===== src/rtl/gate_pkg.sv =====
// Shared op codes, expected truth tables and sequencer states for the gate self-check stage.
package gate_pkg;
   localparam logic [2:0] OP_AND  = 3'd0;
   localparam logic [2:0] OP_OR   = 3'd1;
   localparam logic [2:0] OP_XOR  = 3'd2;
   localparam logic [2:0] OP_NOR  = 3'd3;
   localparam logic [2:0] OP_NAND = 3'd4;

   // Table bit index is {b,a}
   localparam logic [3:0] TBL_AND  = 4'b1000;
   localparam logic [3:0] TBL_OR   = 4'b1110;
   localparam logic [3:0] TBL_XOR  = 4'b0110;
   localparam logic [3:0] TBL_NOR  = 4'b0001;
   localparam logic [3:0] TBL_NAND = 4'b0111;

   typedef enum logic [2:0] {IDLE, APPLY, WAIT, SAMPLE, DONE} state_t;
endpackage


===== src/rtl/gate_expect_lut.sv =====
// Op code -> expected 4-bit truth table; undefined codes give 0000 with valid low.
module gate_expect_lut
   import gate_pkg::*;
(
   input  logic [2:0] op,
   output logic [3:0] exp_tbl,
   output logic       exp_vld
);
   always_comb begin
      exp_tbl = 4'b0000;
      exp_vld = 1'b1;
      case (op)
         OP_AND:  exp_tbl = TBL_AND;
         OP_OR:   exp_tbl = TBL_OR;
         OP_XOR:  exp_tbl = TBL_XOR;
         OP_NOR:  exp_tbl = TBL_NOR;
         OP_NAND: exp_tbl = TBL_NAND;
         default: exp_vld = 1'b0;
      endcase
   end
endmodule


===== src/rtl/gate_truth_sequencer.sv =====
// Walks a 2-input gate through all four operand pairs, captures its truth table
// and grades it against the table expected for the latched op code.
module gate_truth_sequencer
   import gate_pkg::*;
#(
   parameter int SETTLE_CYCLES = 2
) (
   input  logic       clk,
   input  logic       rst_n,
   input  logic       start,
   input  logic [2:0] op_sel,
   input  logic       gate_out,
   output logic       gate_a,
   output logic       gate_b,
   output logic       busy,
   output logic       done,
   output logic       pass,
   output logic [3:0] table_out,
   output logic [3:0] mismatch
);
   localparam logic [3:0] SETTLE = 4'(SETTLE_CYCLES);

   state_t     state;
   logic [1:0] idx;
   logic [2:0] op_q;
   logic [3:0] cnt;
   logic [3:0] exp_tbl;
   logic       exp_vld;
   logic [3:0] final_tbl;

   gate_expect_lut u_lut (
      .op      (op_q),
      .exp_tbl (exp_tbl),
      .exp_vld (exp_vld)
   );

   // Grading must see the bit being captured this cycle, not last cycle's table
   always_comb begin
      final_tbl      = table_out;
      final_tbl[idx] = gate_out;
   end

   always_ff @(posedge clk or negedge rst_n) begin
      if (!rst_n) begin
         state     <= IDLE;
         idx       <= 2'd0;
         op_q      <= 3'd0;
         cnt       <= 4'd0;
         gate_a    <= 1'b0;
         gate_b    <= 1'b0;
         busy      <= 1'b0;
         done      <= 1'b0;
         pass      <= 1'b0;
         table_out <= 4'd0;
         mismatch  <= 4'd0;
      end else begin
         case (state)
            IDLE: if (start) begin
               op_q             <= op_sel;
               idx              <= 2'd0;
               {gate_b, gate_a} <= 2'b00;
               table_out        <= 4'd0;
               mismatch         <= 4'd0;
               pass             <= 1'b0;
               busy             <= 1'b1;
               state            <= APPLY;
            end
            APPLY: begin
               cnt   <= SETTLE;
               state <= (SETTLE == 4'd0) ? SAMPLE : WAIT;
            end
            WAIT: begin
               cnt <= cnt - 4'd1;
               if (cnt == 4'd1) state <= SAMPLE;
            end
            SAMPLE: begin
               table_out[idx] <= gate_out;
               if (idx == 2'd3) begin
                  done     <= 1'b1;
                  pass     <= exp_vld && (final_tbl == exp_tbl);
                  mismatch <= final_tbl ^ exp_tbl;
                  state    <= DONE;
               end else begin
                  idx              <= idx + 2'd1;
                  {gate_b, gate_a} <= idx + 2'd1;
                  state            <= APPLY;
               end
            end
            DONE: begin
               done             <= 1'b0;
               busy             <= 1'b0;
               {gate_b, gate_a} <= 2'b00;
               state            <= IDLE;
            end
            default: state <= IDLE;
         endcase
      end
   end
endmodule


===== config.mk =====
export PLATFORM = sky130hd
export DESIGN_NAME = gate_truth_sequencer
export DESIGN_NICKNAME = d
export VERILOG_FILES = /design/src/rtl/gate_pkg.sv /design/src/rtl/gate_expect_lut.sv /design/src/rtl/gate_truth_sequencer.sv
export SDC_FILE = /design/constraint.sdc
export NUM_CORES = 1
export LEC_CHECK = 0
export CORE_AREA = 5 5 61 63
export CTS_BUF_LIST = sky130_fd_sc_hd__clkbuf_16
export CTS_CLUSTER_DIAMETER = 120
export DETAILED_ROUTE_END_ITERATION = 6
export DIE_AREA = 0 0 66 68
export GPL_TIMING_DRIVEN = 0
export PLACE_DENSITY = 0.69
export SLEW_MARGIN = 15
export SYNTH_ARGS = -nofsm -noshare
export SYNTH_HDL_FRONTEND = slang
export SYNTH_SLANG_ARGS = --single-unit

===== constraint.sdc =====
create_clock -name clk -period 2.3 [get_ports clk]
set_clock_uncertainty 0.15 [all_clocks]
set_input_delay 0.46 -clock clk [delete_from_list [all_inputs] [get_ports clk]]
set_output_delay 0.46 -clock clk [all_outputs]
set_load 0.05 [all_outputs]

==> metrics.yaml <==
outcome: "finished, final reports clean"
grt_start_max_net_pins: 26
synth-simple-area-share_pct: 14.98
detailed_place.area_sq_um: 1558
dominant_register_cell_in_the_synthesized_netlist: "dfrtp_1"
postLayoutSetupSlackWorst_ns: 0.1622
layout_min_cycle_time_ns: 2.138
final-setup-viol-count: 0
ys_seq_elements: 25
number_of_global_route_vias_before_repair: 1068
synthTopCellsByArea: "dfrtp_1 47%, ha_1 5.7%, o21ai_0 4.9%"
cts-buffers-inserted: 3
tritoncts: "yes"
power_per_cell_area_nw_per_um2: 1296
crit_path_end_kind: "flop"
clock_pin_slew_of_the_registers_on_the_worst_case_setup_and_hold_paths_ns: 0.06
slew_viol_final: 0
timing.fmax_ghz: 0.4678
insertion_delay_ns: 0.26
io-pin-count: 20
detail_route.drc_violations: 0
worst-setup-path-type: "input pin to flop"
ir_drop_uv: 427.7
report.final.hold_viol_count: 0
critical_path.max_fanout: 7
main_combinational_cell_family_by_area_after_synthesis: "compound AO/OA/AOI/OAI gates"
synthesis.yosys.warnings: 0
routed_wire_length_per_instance_um: 14.32
grt_usage_pct: 14.01
synth_xor_area_share_pct: 3.318
cp.arrival_ns: 2.13
post-cts-setup-buffer-count: 0
dieHeight_um: 68
synth-adder-area-share_pct: 5.687
synth.lib_cells_used.distinct: 36
htree_num_levels: 1
synth.avg_cell_area_sq_um: 9.851
termination_of_the_worst_setup_path: "gate_a"
antenna_left: 0
hold_class: "input pin to asynchronous set/reset pin"
critical_path.startpoint_type: "input pin"
timing.rr.start: "state[0]"
synth_mux_area_share_pct: 4.834
total_half_perimeter_wirelength_after_legalization_and_detailed_placement_um: 2120
synth_commonest_cells: "25 x dfrtp_1, 13 x o21ai_0, 12 x a21oi_1"
clock_tree.root_cell: "clkbuf_16"
postCtsResizedCells: 0
static-leakage-power_uw: 0.0007092
routed_wl_um: 2892
max-clock-path-buffers: 2
initial_core_util_pct: 41.52
wire_length_of_the_first_global_routing_pass_um: 4954
slew_headroom_pct: 62.71
timing.max_cap.violations: 0
r2r_slack_ns: 0.41
synth_enable_flop_cells: 0
routabilityCongestion: 0.8141
vias: 1099
die_width_um: 66
cts_num_sinks: 25
core_region_area_sq_um: 3179
tightestPinTransition_ns: 0.5593
fin_crit_sh_pct: 92.95
critPathLaunch: "start"
rsz0062_at_grt: "false"
detail_routed_via_count_per_cell: 5.441
seq_area_frac_synth_pct: 47.39
antenna_diode_instance_count: 0
layout-drive-gt1-share_pct: 6.410
first_iter_violations: 57
num-nets-final: 170
total_gr_overflow: 0
synth.cell_area_sq_um: 1320
synth_compound_gate_area_share_pct: 19.91
num-fill-cells: 292
placement.io_buffers: 18
post-route-cell-area_sq_um: 1632
floorplan.rows: 21
synth_cells: 134
worstReg2RegEnd: "gate_a"
area_growth_pct: 23.60
synthMostInstantiatedCell: "dfrtp_1"
synth_fp_nets: 147
holdBufCountCts: 0
yosysTopAreaCell: "dfrtp_1"
placed_instances: 198
dr.pass1.iters: 4
worstRegToRegCells: 5
layout.cells.non_filler: 202
fp.dieArea_sq_um: 4488
dpl_worst_slack_ns: -0.09899
synth_largest_type_area_fraction_pct: 47.39
grt_antenna_before_repair: 0
critical_path_required_ns: 2.29
synthArstFlopShare_pct: 100.0
[final cells by class]
type,count,area [sq um],area share [%]
Timing Repair Buffer,18,175.2,10.74
Multi-Input combinational cell,96,643.1,39.42
Buffer,6,25.02,1.534
Clock inverter,1,3.754,0.2301
Inverter,7,26.28,1.610
Sequential cell,25,625.6,38.34
Clock buffer,3,75.07,4.601
Tap cell,46,57.56,3.528
[worst min path at each step]
stage	from	end	slack, ns	cells after the start
3_3_place_gp	done	done	0.35	2
2_1_floorplan	rst_n	busy	0.01	0
3_5_place_dp	busy	busy	0.36	2
6_report	rst_n	cnt[0]	0.04	1
4_1_cts	busy	busy	0.38	2
5_1_grt	rst_n	cnt[0]	0.1	1
[stage by stage]
step / power, uW / hold WS, ns / TNS (ns) / util [%]
final: 2115 / 0.03716 / 0 / 51.32
after global routing: 2266 / 0.09846 / 0 / 51.32
after CTS: 2122 / 0.3796 / 0 / 51.48
after detailed placement: 1734 / 0.3641 / -0.4446 / 49.00
after global placement: 1684 / 0.3532 / -0.2627 / 49.00
after floorplan: 1457 / 0.01441 / 0 / -
[power by group]
part	internal (uW)	switching (uW)
registers	572	137
logic	407	616
clock network	232	150
[critical path, cell delays in order]
cell and delay (ns):
clkdlybuf4s50_1 0.48, or3b_1 0.35, buf_2 0.17, a21o_1 0.22
and3_1 0.18, a311o_1 0.27
[per-layer routing]
| metal | routed length [um] | track usage (%) |
|---|---|---|
| met1 | 1311 | 18.38 |
| met2 | 1515 | 24.03 |
| met3 | 51 | 1.314 |
| met4 | 14 | 5.330 |
| met5 | 0 | 0 |
[state kept, by name (all words and copies together) (netlist names)]
name and count:
pass 1, gate_b 1, mismatch 4, state 3
table_out 4, idx 2, op_q 3, gate_a 1
done 1, busy 1, cnt 4
[placed cells by master (no fill, tap or decap), drive strengths merged, types with 3 or more instances in the layout]
cell	synthesis	layout
a21oi	12	12
a32o	3	3
buf	3	4
clkbuf	3	6
clkdlybuf4s50	0	17
dfrtp	25	25
ha	6	6
inv	7	8
mux2	3	3
mux2i	3	3
nand2	7	7
nand3	5	5
nor2	9	9
nor3	3	3
o21ai	13	13
o22ai	4	4
xnor2	3	3
[logic make-up after synthesis]
| kind of cell | after synthesis |
|---|---|
| simple gates | 37 |
| compound gates | 42 |
| buf+inv | 13 |
| xor+xnor | 5 |
| flops | 25 |
| mux | 6 |
| fa+ha+maj | 6 |
Power figures use the tool's default switching activity.
